## src/rtl/tproc_pkg.sv

```systemverilog
// Shared constants, opcodes, ternary codes and FSM state
// encoding for the ternary-weight CNN processing core.
package tproc_pkg;

    localparam int FW     = 16;
    localparam int LANES  = 8;
    localparam int ACC_W  = 24;
    localparam int PC_W   = 8;
    localparam int PROD_W = 40;

    localparam logic [3:0] OP_NOP   = 4'h0;
    localparam logic [3:0] OP_LDF   = 4'h1;
    localparam logic [3:0] OP_LDW   = 4'h2;
    localparam logic [3:0] OP_CONV  = 4'h3;
    localparam logic [3:0] OP_SCALE = 4'h4;
    localparam logic [3:0] OP_HALT  = 4'hF;

    localparam logic [1:0] T_ZERO = 2'b00;
    localparam logic [1:0] T_POS  = 2'b01;
    localparam logic [1:0] T_RSV  = 2'b10;
    localparam logic [1:0] T_NEG  = 2'b11;

    typedef enum logic [2:0] {
        S_IDLE,
        S_FETCH,
        S_WAIT_I,
        S_EXEC,
        S_RD_MEM,
        S_WAIT_MEM,
        S_HALTED
    } state_t;

endpackage

```

## src/rtl/tproc_top_ternary_mac8.sv

```systemverilog
// Combinational 8-lane ternary dot product:
// 16-bit signed lanes times {-1,0,+1} codes into a 24-bit sum.
module ternary_mac8
    import tproc_pkg::*;
(
    input  logic [LANES*FW-1:0]       i_feat,
    input  logic [2*LANES-1:0]        i_codes,
    output logic signed [ACC_W-1:0]   o_sum
);

    logic signed [ACC_W-1:0] w_ext;

    // Sign-extend each lane and add, subtract or skip it by its code
    always_comb begin
        o_sum = '0;
        w_ext = '0;
        for (int i = 0; i < LANES; i++) begin
            w_ext = {{(ACC_W-FW){i_feat[i*FW+FW-1]}},
                     i_feat[i*FW +: FW]};
            case (i_codes[2*i +: 2])
                T_POS:   o_sum = o_sum + w_ext;
                T_NEG:   o_sum = o_sum - w_ext;
                default: o_sum = o_sum;
            endcase
        end
    end

endmodule

```

## src/rtl/tproc_top.sv

```systemverilog
// Ternary CNN core top: fetch/exec FSM, memory strobes, MAC and SCALE.
// Define TPROC_SCALE_SAT_EN to saturate SCALE results instead of wrapping.
module tproc_top
    import tproc_pkg::*;
(
    input  logic               clk,
    input  logic               rst,
    input  logic               fast_clk,
    input  logic [127:0]       i_data_bus_port,
    output logic [15:0]        i_feature_addr,
    output logic               i_feature_rd_en,
    input  logic [63:0]        i_w_bus_port,
    output logic [15:0]        i_w_addr,
    output logic               i_w_enable,
    input  logic [63:0]        instr_port,
    output logic [PC_W-1:0]    instr_fetch_addr,
    output logic               instr_rd_en,
    output logic signed [15:0] scaled_feature,
    input  logic               acc_enable
);

    state_t                   r_state;
    state_t                   w_next;
    logic [PC_W-1:0]          r_pc;
    logic [63:0]              r_instr;
    logic [LANES*FW-1:0]      r_feat;
    logic [2*LANES-1:0]       r_weight;
    logic signed [ACC_W-1:0]  r_acc;
    logic signed [15:0]       r_scaled;

    logic [3:0]               w_op;
    logic                     w_mem_phase;
    logic signed [ACC_W-1:0]  w_sum;
    logic signed [PROD_W-1:0] w_acc_x;
    logic signed [PROD_W-1:0] w_scl_x;
    logic signed [PROD_W-1:0] w_prod;
    logic signed [PROD_W-1:0] w_shr;
    logic signed [15:0]       w_scaled;
    logic                     w_unused_bits;

    localparam logic signed [PROD_W-1:0] SAT_MAX = 40'sd32767;
    localparam logic signed [PROD_W-1:0] SAT_MIN = -40'sd32768;

    assign w_op        = r_instr[63:60];
    assign w_mem_phase = (r_state == S_RD_MEM) || (r_state == S_WAIT_MEM);

    ternary_mac8 u_mac (
        .i_feat  (r_feat),
        .i_codes (r_weight),
        .o_sum   (w_sum)
    );

    assign w_acc_x = {{(PROD_W-ACC_W){r_acc[ACC_W-1]}}, r_acc};
    assign w_scl_x = {{(PROD_W-16){r_instr[15]}}, r_instr[15:0]};
    assign w_prod  = w_acc_x * w_scl_x;
    assign w_shr   = w_prod >>> r_instr[20:16];

`ifdef TPROC_SCALE_SAT_EN
    // Clamp the shifted product into the signed 16-bit range
    always_comb begin
        if (w_shr > SAT_MAX)
            w_scaled = 16'sh7FFF;
        else if (w_shr < SAT_MIN)
            w_scaled = -16'sh8000;
        else
            w_scaled = w_shr[15:0];
    end
`else
    // Keep only the low 16 bits; overflow wraps
    always_comb begin
        w_scaled = w_shr[15:0];
    end
`endif

    assign w_unused_bits = ^{fast_clk, i_w_bus_port[63:16],
                             r_instr[59:21], w_shr, SAT_MAX, SAT_MIN};

    // FSM state register
    always_ff @(posedge clk or negedge rst) begin
        if (!rst)
            r_state <= S_IDLE;
        else
            r_state <= w_next;
    end

    // Next-state decode and memory strobe/address outputs
    always_comb begin
        w_next           = r_state;
        instr_rd_en      = 1'b0;
        instr_fetch_addr = r_pc;
        i_feature_rd_en  = 1'b0;
        i_feature_addr   = '0;
        i_w_enable       = 1'b0;
        i_w_addr         = '0;
        case (r_state)
            S_IDLE: begin
                if (acc_enable)
                    w_next = S_FETCH;
            end
            S_FETCH: begin
                instr_rd_en = 1'b1;
                w_next      = S_WAIT_I;
            end
            S_WAIT_I: begin
                w_next = S_EXEC;
            end
            S_EXEC: begin
                if (w_op == OP_LDF || w_op == OP_LDW)
                    w_next = S_RD_MEM;
                else if (w_op == OP_HALT)
                    w_next = S_IDLE;
                else
                    w_next = S_FETCH;
            end
            S_RD_MEM: begin
                w_next = S_WAIT_MEM;
            end
            S_WAIT_MEM: begin
                w_next = S_FETCH;
            end
            S_HALTED: begin
                w_next = S_IDLE;
            end
            default: begin
                w_next = S_IDLE;
            end
        endcase
        if (w_mem_phase && w_op == OP_LDF) begin
            i_feature_addr  = r_instr[15:0];
            i_feature_rd_en = (r_state == S_RD_MEM);
        end
        if (w_mem_phase && w_op == OP_LDW) begin
            i_w_addr   = r_instr[15:0];
            i_w_enable = (r_state == S_RD_MEM);
        end
    end

    // Datapath: PC, instruction latch, operand loads, accumulate, scale
    always_ff @(posedge clk or negedge rst) begin
        if (!rst) begin
            r_pc     <= '0;
            r_instr  <= '0;
            r_feat   <= '0;
            r_weight <= '0;
            r_acc    <= '0;
            r_scaled <= '0;
        end else begin
            case (r_state)
                S_IDLE: begin
                    if (acc_enable)
                        r_pc <= '0;
                end
                S_WAIT_I: begin
                    r_instr <= instr_port;
                end
                S_EXEC: begin
                    if (w_op == OP_HALT)
                        r_pc <= '0;
                    else
                        r_pc <= r_pc + 1'b1;
                    if (w_op == OP_CONV)
                        r_acc <= r_instr[0] ? r_acc + w_sum : w_sum;
                    if (w_op == OP_SCALE)
                        r_scaled <= w_scaled;
                end
                S_WAIT_MEM: begin
                    if (w_op == OP_LDF)
                        r_feat <= i_data_bus_port;
                    if (w_op == OP_LDW)
                        r_weight <= i_w_bus_port[15:0];
                end
                default: begin
                    r_pc <= r_pc;
                end
            endcase
        end
    end

    assign scaled_feature = r_scaled;

endmodule

```

## config.mk

```make
export PLATFORM = sky130hd
export DESIGN_NAME = tproc_top
export DESIGN_NICKNAME = d
export VERILOG_FILES = /design/src/rtl/tproc_pkg.sv /design/src/rtl/tproc_top_ternary_mac8.sv /design/src/rtl/tproc_top.sv
export SDC_FILE = /design/constraint.sdc
export NUM_CORES = 2
export LEC_CHECK = 0
export CAP_MARGIN = 15
export CORE_MARGIN = 2
export CORE_UTILIZATION = 50
export DETAILED_ROUTE_END_ITERATION = 10
export PLACE_DENSITY = 0.79
export SLEW_MARGIN = 15
export SYNTH_ARGS = -nofsm -noshare
export SYNTH_HDL_FRONTEND = slang
export SYNTH_HIERARCHICAL = 1
export SYNTH_SLANG_ARGS = --single-unit
```

## constraint.sdc

```tcl
create_clock -name clk -period 19 [get_ports clk]
set_input_delay 3.8 -clock clk [delete_from_list [all_inputs] [get_ports clk]]
set_output_delay 3.8 -clock clk [all_outputs]
set_load 0.02 [all_outputs]
```

* Yosys cells after proc, flatten, opt, wreduce, memory -nomap -nowiden
Cells that the tools add are included. W data, S select, Z words.
Storage, ports and cells: register bits after elaboration 259, bits of input ports 260, output and inout port bits 59, word-level logic and storage cells 85
Operators by class: add/sub/neg operators 17, multiply operators 1, equal/unequal tests 27, shift operators 1, mux-type cells 21, reductions and logical operators 11
Operators by type and width (number):
- $pmux W24 S2 | 8
- $add A24 B16 Y24 | 7
- $sub A24 B16 Y24 | 7
- $mul A24 B16 Y40 | 1
- $sshr A40 B5 Y16 | 1
- $mux W16 | 2
- $add A24 B24 Y24 | 1
- $mux W24 | 1
- $pmux W3 S6 | 1
- $sub A1 B16 Y17 const A | 1
- $eq A2 B1 Y1 const B | 8
- $eq A2 B2 Y1 const B | 8
- $mux W8 | 2
- $pmux W8 S2 | 1
- $reduce_and A2 Y1 | 5
- $add A8 B1 Y8 const B | 1
- $eq A4 B2 Y1 const B | 2
- $eq A3 B2 Y1 const B | 2
- $eq A3 B3 Y1 const B | 2
- $mux W3 | 2
- $eq A4 B1 Y1 const B | 1
- $eq A4 B3 Y1 const B | 1
- $eq A4 B4 Y1 const B | 1
- $mux W1 | 4
- other kinds (6) | 8

* Longest topological paths before layout
depth after elaboration 18, gate-level depth with buffers 69, depth with buffers taken out 69

* By module
The synthesis kept the hierarchy.
Modules (own cells, without submodules):
- tproc_top | instances 1, cells each 2636, area an instance 26272.7 sq um, seq. area each 5505.3 sq um
- ternary_mac8 | instances 1, cells each 1818, area an instance 12612.1 sq um, seq. area each 0.0 sq um

* Worst setup path before layout
OpenSTA, ideal clock, no wires.
kind reg-to-reg, start reg r_weight[2], end reg r_acc[23], setup time 0.086 ns, data arrival time 11.915 ns, required time 18.914 ns, path slack 6.999 ns, stages on the path, launching flop included 59, path buffers 2, clock period less this slack 12.001 ns, cell sequence dfrtp_1 -> clkbuf_1 -> buf_1 -> nand2_1 -> nand2_1 -> o21ai_0 -> fa_1 -> nor2b_1 -> o21a_1 -> nor2_1 -> xnor2_1 -> mux2i_1 -> inv_1 -> ha_1 -> o21a_1 -> nor2_1 -> a21oi_1 -> and4_1 -> [... 23 more ...] -> and3_1 -> a21oi_1 -> inv_1 -> ha_1 -> o41ai_1 -> o21ai_0 -> xor2_1 -> mux2_2 -> ha_1 -> o41ai_1 -> o21ai_0 -> mux2i_1 -> xnor3_1 -> xnor2_1 -> xnor2_1 -> xnor2_1 -> mux2i_1 -> a32oi_1
Between the ends: word-level cells in the longest chain between the ends 16, elaborated cells between the ends (all ways) 23, those cells by class add/sub: 13; eq/ne: 2; mux: 8
Ends and longest elaborated chain:
- start: declaration | line tproc_top.sv:27 | logic [2*LANES-1:0] r_weight;
- start signal: assignment | line tproc_top.sv:170 | r_weight <= i_w_bus_port[15:0];
- $eq A2 B2 Y1 or $eq A2 B1 Y1 (tied branches) | line tproc_top_ternary_mac8.sv:20 | case (i_codes[2*i +: 2])
- $pmux W24 S2 (*) | line tproc_top_ternary_mac8.sv:20
- $sub A24 B16 Y24 or $add A24 B16 Y24 (tied branches) | line tproc_top_ternary_mac8.sv:22, tproc_top_ternary_mac8.sv:21
- $pmux W24 S2 (*) | line tproc_top_ternary_mac8.sv:20
- $sub A24 B16 Y24 or $add A24 B16 Y24 (tied branches) | line tproc_top_ternary_mac8.sv:22, tproc_top_ternary_mac8.sv:21
- $pmux W24 S2 (*) | line tproc_top_ternary_mac8.sv:20
- $sub A24 B16 Y24 or $add A24 B16 Y24 (tied branches) | line tproc_top_ternary_mac8.sv:22, tproc_top_ternary_mac8.sv:21
- $pmux W24 S2 (*) | line tproc_top_ternary_mac8.sv:20
- $sub A24 B16 Y24 or $add A24 B16 Y24 (tied branches) | line tproc_top_ternary_mac8.sv:22, tproc_top_ternary_mac8.sv:21
- $pmux W24 S2 (*) | line tproc_top_ternary_mac8.sv:20
- $sub A24 B16 Y24 or $add A24 B16 Y24 (tied branches) | line tproc_top_ternary_mac8.sv:22, tproc_top_ternary_mac8.sv:21
- $pmux W24 S2 (*) | line tproc_top_ternary_mac8.sv:20
- $sub A24 B16 Y24 or $add A24 B16 Y24 (tied branches) | line tproc_top_ternary_mac8.sv:22, tproc_top_ternary_mac8.sv:21
- $pmux W24 S2 (*) | line tproc_top_ternary_mac8.sv:20
- named net w_sum[23] | line tproc_top.sv:33 | logic signed [ACC_W-1:0] w_sum;
- $add A24 B24 Y24 | line tproc_top.sv:162 | r_acc <= r_instr[0] ? r_acc + w_sum : w_sum;
- $mux W24 (*) | line tproc_top.sv:162
- end signal: assignment | line tproc_top.sv:162
- end: declaration | line tproc_top.sv:28 | logic signed [ACC_W-1:0] r_acc;
Mark *: on every way through the listed nets, which the timed path passes. The rest lies on a longest branch. A chain may end at the register's enable or synchronous reset.

* Worst setup path in the final report
start reg r_weight[1], end reg r_acc[23]
Between the ends: word-level cells in the longest chain between the ends 18, elaborated cells between the ends (all ways) 26, those cells by class add/sub: 15; eq/ne: 2; mux: 9
Ends and longest elaborated chain (line):
- $eq A2 B2 Y1 or $eq A2 B1 Y1 (tied branches) | tproc_top_ternary_mac8.sv:20
- $pmux W24 S2 (*) | tproc_top_ternary_mac8.sv:20
- $sub A24 B16 Y24 or $add A24 B16 Y24 (tied branches) | tproc_top_ternary_mac8.sv:22, tproc_top_ternary_mac8.sv:21
- $pmux W24 S2 (*) | tproc_top_ternary_mac8.sv:20
- $sub A24 B16 Y24 or $add A24 B16 Y24 (tied branches) | tproc_top_ternary_mac8.sv:22, tproc_top_ternary_mac8.sv:21
- $pmux W24 S2 (*) | tproc_top_ternary_mac8.sv:20
- $sub A24 B16 Y24 or $add A24 B16 Y24 (tied branches) | tproc_top_ternary_mac8.sv:22, tproc_top_ternary_mac8.sv:21
- $pmux W24 S2 (*) | tproc_top_ternary_mac8.sv:20
- [... 3 more ...]
- $pmux W24 S2 (*) | tproc_top_ternary_mac8.sv:20
- $sub A24 B16 Y24 or $add A24 B16 Y24 (tied branches) | tproc_top_ternary_mac8.sv:22, tproc_top_ternary_mac8.sv:21
- $pmux W24 S2 (*) | tproc_top_ternary_mac8.sv:20
- $sub A24 B16 Y24 or $add A24 B16 Y24 (tied branches) | tproc_top_ternary_mac8.sv:22, tproc_top_ternary_mac8.sv:21
- $pmux W24 S2 (*) | tproc_top_ternary_mac8.sv:20
- named net w_sum[23] | tproc_top.sv:33
- $add A24 B24 Y24 | tproc_top.sv:162
- $mux W24 (*) | tproc_top.sv:162
Marked as above.

==> impl_metrics.ini <==
[setup_path]
critPathSlowestCell = a2111oi_0
crit_required_ns = 19.52
critPathTopFamily = compound AO/OA/AOI/OAI gates
path_buf_inv = 3
critical_path_class = register to register
worstSetupStartpointType = register
crit_top_cell = ha_1
endpoint_kind = register
path_max_fanout = 15
cp.arrival_ns = 14.67
slowest_delay_ns = 0.66

[clock_network]
cts_setup_buffers = 0
postCtsResizedCells = 0
cts.clk_slew.worst_paths_ns = 0.06
cts_tree = done
cts.sinks = 220
cts_buffers = 29
clk_latency_ns = 0.62
cts_hold_buf = 0
clockRootBuffer = clkbuf_16
htree_levels = 1
clockBufferDepth = 3

[logic_synthesis]
synth_top_family_by_area = adder cells
synth_flop_cell = dfrtp_1
synth_top_area_frac = 0.197
yosysWarnings = 6
syn_area_sq_um = 38900
synth_nets = 5387
synthCells = 4454
synth_common_cells = nand2_1, inv_1, fa_1
avgSynthCellArea_sq_um = 8.73
yosysMostFrequentCell = nand2_1
ys_types = 120
synth.area.top_cells = fa_1, dfrtp_1, ha_1
synth_compound_area_frac = 0.160
yosys.area_share.adder = 0.290
async_reset_ff_frac = 1.00
yosys.area_share.simple = 0.176
synth_seq_cells = 220
muxShareOfSynthArea = 0.0991
synth_edf_count = 0
synth-seq-area-share = 0.142
synth-xor-area-share = 0.0700
yosysTopAreaCell = fa_1

[floorplanning]
ioPinCount = 319
die_w_um = 283
die_y_um = 283
dieArea_sq_um = 80000
core-area_sq_um = 77200
placementRows = 102
start_util = 0.504

[routing]
wl_per_cell_um = 18.4
drcViolationCount = 0
drtAntennaViolNets = 0
totalWireLength_um = 104000
first_iter_violations = 2631
vias = 33000
vias_per_cell = 5.88
drt_first_pass_iters = 8

[global_route]
antenna_found_initial = 5
track_usage = 0.261
grt_pass1_vias = 33200
grt_pass1_wl_um = 170000
grt_overflow_total = 0
grt_start_max_net_pins = 92

[place]
port-buffer-count = 230
gp_congestion = 0.957
detailed_place_hpwl_um = 81100

[final_layout]
multiInputGateArea_sq_um = 30900
n_fill_cell = 6789
syn_to_final_growth_pct = 10.5
seq_area_sq_um = 5510
final_nets = 5481
layout-drive-gt1-share = 0.0936

[run]
max-cap-violations = 0

[timing]
slew_headroom = 0.172
finalSetupViolations = 0
slew_violations = 0
clock_skew_ns = 0.0386
fmaxAchievable_ghz = 0.0707
period_share = 0.745
rsz0062_at_grt = no
worst_pin_slew_ns = 1.24
hold_viol = 0
finalCriticalPeriod_ns = 14.15
finalSetupTns_ns = 0

[status]
outcome = finished, final reports clean

[hold_path]
worstHoldPathType = register to register
[path summary, 6_finish.rpt]
kind / endpoint / slack [ns] / startpoint / cells after the start
setup reg to reg: r_acc[23] / 4.85 / r_weight[1] / 55
min in group asynchronous: r_feat[78] / 3.20 / rst / 1
hold reg to reg: scaled_feature[4] / 0.50 / scaled_feature[4] / 1
max in group asynchronous: r_instr[0] / 14.34 / rst / 2
hold / removal: scaled_feature[4] / 0.50 / scaled_feature[4] / 1
setup / recovery: r_acc[23] / 4.85 / r_weight[1] / 55
[registers in the layout, indices dropped and copies added (netlist names)]
name              cells
r_acc                24
r_feat              128
scaled_feature       16
r_weight             16
r_state               3
r_instr              25
instr_fetch_addr      8
[worst register-to-register path: cells and delay by family, from the launching register on]
| kind | cells | cell delay (ns) |
|---|---|---|
| AOI/OAI and AO/OA | 21 | 5.55 |
| xor gates and xnor gates | 9 | 2.05 |
| adders and majority gates | 7 | 2.05 |
| buffers and inverters | 3 | 0.37 |
| DFF | 1 | 0.59 |
| muxes | 5 | 1.30 |
| and+or+nand+nor | 10 | 2.14 |
[area by class of cell]
type | instances | area share
Clock buffer | 35 | 0.0181
Clock inverter | 19 | 0.00638
Sequential cell | 220 | 0.128
Antenna cell | 2 | 0.000116
Multi-Input combinational cell | 3608 | 0.720
Timing Repair Buffer | 264 | 0.0597
Inverter | 425 | 0.0371
Tap cell | 1040 | 0.0303
[cells in the final DEF (no fill, tap or decap), drive strengths merged, types with 18 or more instances in the layout]
master,synthesis,layout
nand2,452,452
a21o,86,86
xnor2,183,183
nor2,254,254
a21oi,276,276
nand4,18,18
clkbuf,169,35
or3,30,30
o21bai,29,29
nand3,57,57
and3,36,36
or2,22,22
inv,421,428
mux2i,65,65
a31oi,40,40
nand2b,52,52
mux2,232,232
nor3,93,93
clkdlybuf4s50,0,229
a211o,21,21
o31ai,47,47
fa,382,382
a211oi,32,32
buf,32,35
dfrtp,220,220
o21ai,187,187
nor2b,37,37
o21a,32,32
and2,247,247
ha,291,291
o41ai,20,20
mux4,26,26
xor2,116,116
[per-stage QoR]
stage                     std cells  utilization  setup slack, ns  instance area (sq um)  hold WS, ns
after floorplan                4454            -             7.00                  38900        0.479
after global placement         5556        0.543             5.25                  41900        0.473
after detailed placement       5556        0.543             5.09                  41900        0.489
after CTS                      5610        0.556             5.01                  43000        0.505
after global routing           5613        0.557             4.02                  43000        0.519
final                          5613        0.557             4.85                  43000        0.499
[cells by family (layout without fill, tap and decap cells)]
family	Yosys count	count (layout)
AO/OA/AOI/OAI	935	935
XOR/XNOR	303	303
adder cells (fa/ha/maj)	673	673
buffers and inverters	626	743
flip-flops	220	220
multiplexers	323	323
other	0	2
AND/OR/NAND/NOR	1374	1374
[layer usage]
layer	vias to the layer above	track usage	wire (um)
met5	-	0	13
met4	2	0.0823	3240
met3	213	0.0338	6510
met2	1145	0.435	48500
met1	16200	0.353	45200
li1	15500	-	-
Power is not shown: default switching activity piles up to over one toggle a cycle in this logic, so the estimate is an artifact.
